## src/rtl/sad_trigger_multi.sv

```systemverilog
// Streaming sum-of-absolute-differences pattern-match trigger on the ADC clock.
// A sliding N-sample window is compared against a programmable reference with a
// per-slot compare mask. The masked SAD comes out of a registered adder tree, and
// a match (SAD < threshold) fires a programmable-length trigger pulse. Holdoff,
// one-shot/multi-shot operation, a window-fill guard and min-SAD capture are also
// provided.
`timescale 1ns/1ps

module sad_trigger_multi #(
    parameter int pREF_SAMPLES     = 32,
    parameter int pBITS_PER_SAMPLE = 12,
    parameter int pSUM_WIDTH       = pBITS_PER_SAMPLE + $clog2(pREF_SAMPLES)
) (
    input  logic                            clk_adc,
    input  logic                            reset_n,
    input  logic [pBITS_PER_SAMPLE-1:0]     adc_datain,
    input  logic                            sample_en,
    input  logic                            armed_and_ready,
    input  logic                            ref_wr,
    input  logic [$clog2(pREF_SAMPLES)-1:0] ref_addr,
    input  logic [pBITS_PER_SAMPLE-1:0]     ref_data,
    input  logic                            ref_en,
    input  logic [pSUM_WIDTH-1:0]           threshold,
    input  logic                            multiple_triggers,
    input  logic [15:0]                     holdoff,
    input  logic [3:0]                      trigger_len,
    output logic                            trigger,
    output logic                            triggered,
    output logic [7:0]                      num_triggers,
    output logic [pSUM_WIDTH-1:0]           sad_value,
    output logic [pSUM_WIDTH-1:0]           sad_min
);

    localparam int N         = pREF_SAMPLES;
    localparam int B         = pBITS_PER_SAMPLE;
    localparam int SW        = pSUM_WIDTH;
    localparam int LVLS      = $clog2(N);
    localparam int P         = 1 << LVLS;          // tree width, zero-padded
    localparam int FW        = $clog2(N + 1);
    localparam int pLATENCY  = LVLS + 3;           // last sample edge to trigger rise

    // Unsigned absolute difference of two samples.
    function automatic logic [B-1:0] abs_diff(input logic [B-1:0] a, input logic [B-1:0] b);
        return (a >= b) ? (a - b) : (b - a);
    endfunction

    // Saturating increment for the fire counter.
    function automatic logic [7:0] sat_inc8(input logic [7:0] v);
        return (v == 8'hFF) ? v : (v + 8'd1);
    endfunction

    logic armed;
    logic arm_d;
    logic arm_rise;
    logic [FW-1:0] fill_q;
    logic [FW-1:0] fill_nxt;

    logic [B-1:0]  ref_q   [N];
    logic [N-1:0]  mask_q;
    logic [B-1:0]  win_p0  [N];
    logic          vld_p0;
    logic [B-1:0]  diff_p1 [N];
    logic [pLATENCY-3:0] vld_sr;       // [0] = diff stage, then one bit per tree level
    logic [SW-1:0] leaf    [P];
    logic [SW-1:0] child_l [P-1];
    logic [SW-1:0] child_r [P-1];
    logic [SW-1:0] sum_tree[P-1];      // heap layout, [0] is the root
    logic          vld_root;
    logic          match_p;
    logic          fire;
    logic [3:0]    pulse_cnt;
    logic [15:0]   holdoff_cnt;

    assign armed    = armed_and_ready;
    assign arm_rise = armed && !arm_d;
    assign vld_root = vld_sr[pLATENCY-3];

    // Arm edge detector.
    always_ff @(posedge clk_adc or negedge reset_n) begin
        if (!reset_n) arm_d <= 1'b0;
        else          arm_d <= armed;
    end

    // Fill count: zero while disarmed, counts accepted samples while armed, saturating at N.
    always_comb begin
        fill_nxt = fill_q;
        if (!armed)
            fill_nxt = '0;
        else if (sample_en && (fill_q != FW'(N)))
            fill_nxt = fill_q + 1'b1;
    end

    // Fill counter register.
    always_ff @(posedge clk_adc or negedge reset_n) begin
        if (!reset_n) fill_q <= '0;
        else          fill_q <= fill_nxt;
    end

    // Reference and compare-mask storage, writable at any time.
    always_ff @(posedge clk_adc or negedge reset_n) begin
        if (!reset_n) begin
            for (int i = 0; i < N; i++) ref_q[i] <= '0;
            mask_q <= '0;
        end else if (ref_wr && (int'(ref_addr) < N)) begin
            ref_q[ref_addr]  <= ref_data;
            mask_q[ref_addr] <= ref_en;
        end
    end

    // Stage p0: sliding window, slot 0 oldest; tag valid once N armed samples are in.
    always_ff @(posedge clk_adc or negedge reset_n) begin
        if (!reset_n) begin
            for (int i = 0; i < N; i++) win_p0[i] <= '0;
            vld_p0 <= 1'b0;
        end else begin
            if (sample_en) begin
                for (int i = 0; i < N - 1; i++) win_p0[i] <= win_p0[i + 1];
                win_p0[N-1] <= adc_datain;
            end
            vld_p0 <= armed && sample_en && (fill_nxt == FW'(N));
        end
    end

    // Stage p1: masked per-slot absolute differences.
    always_ff @(posedge clk_adc or negedge reset_n) begin
        if (!reset_n) begin
            for (int i = 0; i < N; i++) diff_p1[i] <= '0;
        end else begin
            for (int i = 0; i < N; i++)
                diff_p1[i] <= mask_q[i] ? abs_diff(win_p0[i], ref_q[i]) : '0;
        end
    end

    // Tree leaves: real slots zero-extended, padding slots tied to zero.
    for (genvar j = 0; j < P; j++) begin : g_leaf
        if (j < N) begin : g_real
            assign leaf[j] = SW'(diff_p1[j]);
        end else begin : g_pad
            assign leaf[j] = '0;
        end
    end

    // Child selection for each internal tree node.
    for (genvar i = 0; i < P - 1; i++) begin : g_node
        localparam int CL = 2 * i + 1;
        if (CL >= P - 1) begin : g_from_leaf
            assign child_l[i] = leaf[CL - (P - 1)];
            assign child_r[i] = leaf[CL + 1 - (P - 1)];
        end else begin : g_from_node
            assign child_l[i] = sum_tree[CL];
            assign child_r[i] = sum_tree[CL + 1];
        end
    end

    // Stages p2..: one registered adder level per tree depth.
    always_ff @(posedge clk_adc or negedge reset_n) begin
        if (!reset_n) begin
            for (int i = 0; i < P - 1; i++) sum_tree[i] <= '0;
        end else begin
            for (int i = 0; i < P - 1; i++) sum_tree[i] <= child_l[i] + child_r[i];
        end
    end

    // Valid tags ride alongside diff and tree stages; disarm flushes them.
    always_ff @(posedge clk_adc or negedge reset_n) begin
        if (!reset_n)    vld_sr <= '0;
        else if (!armed) vld_sr <= '0;
        else             vld_sr <= {vld_sr[pLATENCY-4:0], vld_p0};
    end

    // Compare stage: register the match and capture SAD / minimum SAD.
    always_ff @(posedge clk_adc or negedge reset_n) begin
        if (!reset_n) begin
            match_p   <= 1'b0;
            sad_value <= '0;
            sad_min   <= '1;
        end else begin
            match_p <= armed && vld_root && (sum_tree[0] < threshold);
            if (arm_rise) begin
                sad_min <= '1;
            end else if (armed && vld_root) begin
                sad_value <= sum_tree[0];
                if (sum_tree[0] < sad_min) sad_min <= sum_tree[0];
            end
        end
    end

    assign fire = match_p && armed && (holdoff_cnt == 16'd0) && !trigger
                  && (multiple_triggers || (num_triggers == 8'd0));

    // Trigger stage: pulse generation, holdoff timing and fire statistics.
    always_ff @(posedge clk_adc or negedge reset_n) begin
        if (!reset_n) begin
            trigger      <= 1'b0;
            pulse_cnt    <= '0;
            holdoff_cnt  <= '0;
            triggered    <= 1'b0;
            num_triggers <= '0;
        end else begin
            if (!armed) begin
                trigger   <= 1'b0;
                pulse_cnt <= '0;
            end else if (fire) begin
                trigger   <= 1'b1;
                pulse_cnt <= (trigger_len == 4'd0) ? 4'd0 : (trigger_len - 4'd1);
            end else if (trigger) begin
                if (pulse_cnt == 4'd0) trigger <= 1'b0;
                else                   pulse_cnt <= pulse_cnt - 4'd1;
            end

            if (arm_rise)
                holdoff_cnt <= '0;
            else if (fire)
                holdoff_cnt <= holdoff;
            else if (holdoff_cnt != 16'd0)
                holdoff_cnt <= holdoff_cnt - 16'd1;

            if (arm_rise) begin
                triggered    <= 1'b0;
                num_triggers <= '0;
            end else if (fire) begin
                triggered    <= 1'b1;
                num_triggers <= sat_inc8(num_triggers);
            end
        end
    end

endmodule

```

## config.mk

```make
export PLATFORM = sky130hd
export DESIGN_NAME = sad_trigger_multi
export DESIGN_NICKNAME = d
export VERILOG_FILES = /design/src/rtl/sad_trigger_multi.sv
export SDC_FILE = /design/constraint.sdc
export NUM_CORES = 2
export LEC_CHECK = 0
export CAP_MARGIN = 20
export CORE_UTILIZATION = 56
export CTS_BUF_LIST = sky130_fd_sc_hd__clkbuf_4
export CTS_CLUSTER_DIAMETER = 50
export DETAILED_ROUTE_END_ITERATION = 16
export PLACE_DENSITY = 0.8
export RECOVER_POWER = 25
export SYNTH_ARGS = -nofsm -noshare
export SYNTH_HDL_FRONTEND = slang
export SYNTH_SLANG_ARGS = --single-unit
```

## constraint.sdc

```tcl
create_clock -name clk_adc -period 3.9 [get_ports clk_adc]
set_clock_uncertainty 0.05 [all_clocks]
set_input_delay 1.17 -clock clk_adc [delete_from_list [all_inputs] [get_ports clk_adc]]
set_output_delay 1.17 -clock clk_adc [all_outputs]
set_load 0.02 [all_outputs]
```

-- Yosys cells after proc, flatten, opt, wreduce, memory -nomap -nowiden
Index checks and enable logic that the tools add are counted.
- word-level logic and storage cells: 407
- memory bits (read-only): 0
- bits in writable memories: 0
- output and inout bits: 44
- flip-flop bits (word level): 1726
- latch bits: 0
- memories kept: 0
- multiply operators: 0
- eq/ne operators: 6
- shifts and indexed selects: 0
- add/sub/neg operators: 100
- bitwise gates (word level): 2
- reductions and logical operators: 28
- magnitude comparators: 38
- divide/modulo/power cells: 0
- multiplexer cells: 93
- operators by type and width (operator ; number):
    $mux 12 ; 65
    $sub 12x12->12 ; 64
    $bwmux 384 ; 1
    $ge 12x12->1 ; 32
    $add 12x12->13 ; 16
    $add 17x17->17 ; 7
    $add 13x13->14 ; 8
    $demux 12 s5 ; 1
    $mux 17 ; 3
    $mux 16 ; 3
    $lt 17x17->1 ; 2
    $bwmux 32 ; 1
    $mux 8 ; 3
    $mux 4 ; 5
    $mux 6 ; 3
    $logic_not 16->1 ; 1
    $reduce_bool 16->1 ; 1
    $sub 16x1->16 const B ; 1
    $logic_and 1x1->1 ; 12
    $add 8x1->8 const B ; 1
    $eq 8x8->1 const B ; 1
    $logic_not 4->1 ; 2
    $logic_not 8->1 ; 1
    $reduce_and 2->1 ; 4
    19 further kinds ; 29

-- Longest topological paths before layout
- depth in word-level cells: 6
- depth in mapped cells: 15
- gate-level depth less buffers: 13

-- Worst setup path after synthesis
OpenSTA, ideal clock, no wires.
- kind: register to register
- from: reg win_p0[12] in the netlist's numbering
- to: reg diff_p1, in the netlist child_l[11]
- data arrival time: 2.936 ns
- setup time: 0.131 ns
- required time: 3.719 ns
- slack: 0.783 ns
- stages on the path, launching flop included: 14
- path through: dfrtp_1 > inv_1 > ha_1 > inv_1 > fa_1 > a21o_1 > a21oi_2 > o21ai_1 > a221o_1 > a31oi_4 > mux2_2 > o21ba_2 > mux2i_1 > or3_1
- longest elaborated chain between the ends: 3
- elaborated cells between the ends (all ways): 5
- those cells by class: add/sub (2); order compare (1); mux (2)
- ends and longest elaborated chain (element ; RTL line ; source):
    from (decl) ; 60 ; logic [B-1:0] win_p0 [N];
    from (signal, indexed assignment) ; 118 ; win_p0[N-1] <= adc_datain;
    $sub 12x12->12 / $ge 12x12->1 (equally long branches) ; 44 ; return (a >= b) ? (a - b) : (b - a);
    $mux 12 * ; 44 ;
    $mux 12 * ; 130 ; diff_p1[i] <= mask_q[i] ? abs_diff(win_p0[i], ref_q[i]) : '0;
    to (signal, indexed assignment) ; 130 ;
    to (decl) ; 62 ; logic [B-1:0] diff_p1 [N];
Mark *: on every way between the ends. The rest lies on a longest branch, timed or not.
A chain may end at the register's enable or synchronous reset.

==> summary.txt <==
required time of the worst setup path: 5.10 ns
Crit Path Max Fanout: 55
Clock Sinks: 1692
Post-Synthesis Cells: 10570
DRC errors left: 0
Fin. Hold Viols: 0
nets: 12300
met1 WL: 116100 um
max_slew headroom: -0.9892
Max-Cap Viols: 2
CP max-delay cell: clkbuf_1
Sw Pwr: 33.43 mW
Synth Register Bits: 1692
max incr delay on CP: 2.06 ns
CP endpoint kind: flop
leakage power: 57.41 nW
switch share: 0.4122
Final setup viols: 0
period utilisation layout: 0.9658
leading cell types in the layout, fill and taps excluded: 1675 x dfrtp_1, 1176 x ha_1, 1110 x inv_1
post-synthesis async set-or-reset flop share: 1.000
Post-CTS Setup Repair Bufs: 0
post-route ant nets: 0
met2 wire len: 125300 um
Mean Syn Cell Area: 9.855 um^2
Worst-Skew Late Latency: 1.42 ns
layout cells sized above 1: 0.1143
Die Outline Area: 187700 um^2
DR vias/cell: 5.720
dpl hpwl: 197600 um
Area Overhead vs Synth: 9.331%
syn nets: 11910
largest net degree at the start of global routing: 142
first-pass GRT wire length: 429000 um
sequential power share: 0.327
Pre-Repair DR Iteration Count: 7
Detail Route met3 WL: 15700 um
root buffer cell: clkbuf_4
FP Rows: 157
Arr. time, crit path: 4.96 ns
PD cells: 712.1 nW/um^2
Top Layer Used: met4
Synth Flop Type: dfrtp_1
sequential share of the synthesized area: 0.4067
Ys Warns: 0
Worst-path clk slew: 0.07 ns
Starting Density: 0.5666
RSZ-0062 raised after global routing: false
H-Tree Depth: 5
Slew @ Worst Pin: 2.984 ns
gr ovfl total: 0
I/O pins: 117
synth unique cells: 94
Internal Power: 47.68 mW
crit start category: input pin
via count: 78770
type of the worst min-delay path: input pin to flop
min Tclk post-route: 3.767 ns
commonest non-fill, non-tap cell in the layout: dfrtp_1
Die W: 433.3 um
placer congestion estimate: 0.9581
Hold WS: 0.2123 ns
Die Span Y: 433.3 um
Num CTS Buffers: 459
average routed wire per standard cell: 19.48 um
kind of critical path: input pin to flop
vias in the first global route: 80310
core box area: 183900 um^2
Worst VDD drop: 0.0003598 V
drt total wl: 268200 um
All-Layer GR Usage: 0.2872
first-iteration detailed-routing DRC count: 5537
Logic pwr share: 0.481
CTS tree: built
status: complete, but fails checks
Clk pwr share: 0.191
initial antenna violation count: 14
EDFF count, synth: 0
# fillers: 14990
Max Clk Rate: 265.5 MHz
setup TNS: 0 ns
CTS max path bufs: 4
Port Buffers: 116
failing checks: max-capacitance violations, max-slew violations
Slew Viols, Final: 105
critical path cell sequence: clkbuf_1 -> clkbuf_2 -> nand2_1 -> o21ai_0
post-synthesis cell area: 104200 um^2
==> metrics by stage <==
step	utilization	instance area [um^2]	setup slack (ns)	total power, mW	std cells
final	0.6194	113900	0.1335	81.11	13770
after global routing	0.6194	113900	0.02753	86.92	13770
after CTS	0.6203	114000	0.009554	81.02	13760
after detailed placement	0.5897	108400	0.3243	65.05	12950
after global placement	0.5897	108400	0.3641	63.72	12950
after floorplan	-	104200	0.7830	54.50	10570
==> power by group through the flow <==
stage	Sequential, mW	Combinational, mW	Clock, mW
2_1_floorplan	24.9	29.6	0
3_3_place_gp	26.6	37.1	0
3_5_place_dp	26.8	38.3	0
4_1_cts	26.5	38.6	15.9
5_1_grt	27.0	43.1	16.8
6_report	26.5	39.0	15.5
==> layout make-up <==
| type | count | area, um^2 | share of cell area |
|---|---|---|---|
| inverter | 1110 | 4167 | 0.03658 |
| sequential | 1692 | 42360 | 0.3719 |
| antenna | 14 | 35.03 | 0.0003076 |
| multi-input combinational | 7412 | 56120 | 0.4928 |
| timing repair buffer | 276 | 2520 | 0.02213 |
| clock inverter | 174 | 897.1 | 0.007877 |
| tap | 2464 | 3083 | 0.02707 |
| clock buffer | 627 | 4707 | 0.04133 |
==> flip-flops by register name (all words and copies together) (netlist names) <==
signal        flops
arm_d             1
pulse_cnt         4
vld_p0            1
fill_q            6
ref_q           384
num_triggers      8
sum_tree         17
holdoff_cnt      16
triggered         1
child_l         398
win_p0          384
mask_q           32
sad_min          17
match_p           1
trigger           1
vld_sr            6
sad_value        17
child_r         398
==> cells in the mapped netlist, types with 13 or more instances <==
cell type | instances | area share
o21ai_1 | 24 | 0.0012
nand2b_1 | 48 | 0.0029
a31oi_1 | 69 | 0.0041
o2111ai_1 | 29 | 0.0024
nand2_1 | 844 | 0.030
o211ai_1 | 52 | 0.0037
a21o_1 | 409 | 0.029
o311a_1 | 15 | 0.0014
o21a_1 | 41 | 0.0030
o221ai_1 | 14 | 0.0012
and3b_1 | 13 | 0.0011
o21bai_1 | 163 | 0.012
clkbuf_1 | 266 | 0.0096
fa_1 | 95 | 0.018
nand3b_1 | 45 | 0.0032
ha_1 | 1176 | 0.14
o21ai_0 | 828 | 0.040
xnor2_1 | 433 | 0.036
nor3_1 | 115 | 0.0055
mux2i_1 | 231 | 0.022
nor2b_1 | 147 | 0.0088
nor2_1 | 346 | 0.012
buf_6 | 17 | 0.0018
inv_1 | 1110 | 0.040
dfrtp_1 | 1675 | 0.40
a21oi_1 | 719 | 0.035
or2_2 | 34 | 0.0020
a221oi_1 | 23 | 0.0019
nand3_1 | 113 | 0.0054
or3_1 | 62 | 0.0037
and3_1 | 47 | 0.0028
a211oi_1 | 88 | 0.0063
mux2_2 | 330 | 0.036
nor4_1 | 15 | 0.00090
and4_1 | 25 | 0.0021
and2_1 | 300 | 0.018
buf_2 | 47 | 0.0023
xor2_1 | 197 | 0.017
nand4_1 | 47 | 0.0028
o22ai_1 | 18 | 0.0011
a21boi_0 | 25 | 0.0018
buf_1 | 20 | 0.00072
dfstp_2 | 17 | 0.0043
==> final timing paths <==
| check | start | endpoint | slack, ns | depth (start not counted) |
|---|---|---|---|---|
| hold / removal | ref_data[8] | ref_q[236] | 0.21 | 3 |
| setup reg to reg | win_p0[132] | child_l[95] | 0.31 | 14 |
| min in group asynchronous | reset_n | child_r[249] | 0.82 | 2 |
| max in group asynchronous | reset_n | child_l[121] | 0.52 | 4 |
| hold reg to reg | child_l[51] | child_l[289] | 0.35 | 1 |
| setup / recovery | sample_en | win_p0[168] | 0.13 | 4 |
==> critical path, delay by kind of cell <==
kind | cells | cell delay (ns)
AO/OA/AOI/OAI | 1 | 0.19
buffers and inverters | 2 | 3.23
AND/OR/NAND/NOR | 1 | 0.30
==> metal layers <==
layer,up-vias,track usage
met5,-,0
met4,0,0.1255
met3,656,0.04178
met2,2432,0.4677
met1,38400,0.3813
li1,37270,-
==> logic make-up (layout without fill, tap and decap cells) <==
logic type	after synthesis	in the layout	share of synthesized area
and+or+nand+nor	2247	2247	0.1062
DFF	1692	1692	0.4067
AOI/OAI and AO/OA	2697	2697	0.1614
other	0	14	0
xor gates and xnor gates	630	630	0.05297
muxes	567	567	0.05855
buffers and inverters	1466	2187	0.05476
adders and majority gates	1271	1271	0.1595
==> timing repair <==
action | CTS | global route
hold buffers | 1 | 0
hold endpoints to repair | 215 | 0
gates resized for setup | 0 | 0
No activity file was read; power rests on OpenSTA's default activity.
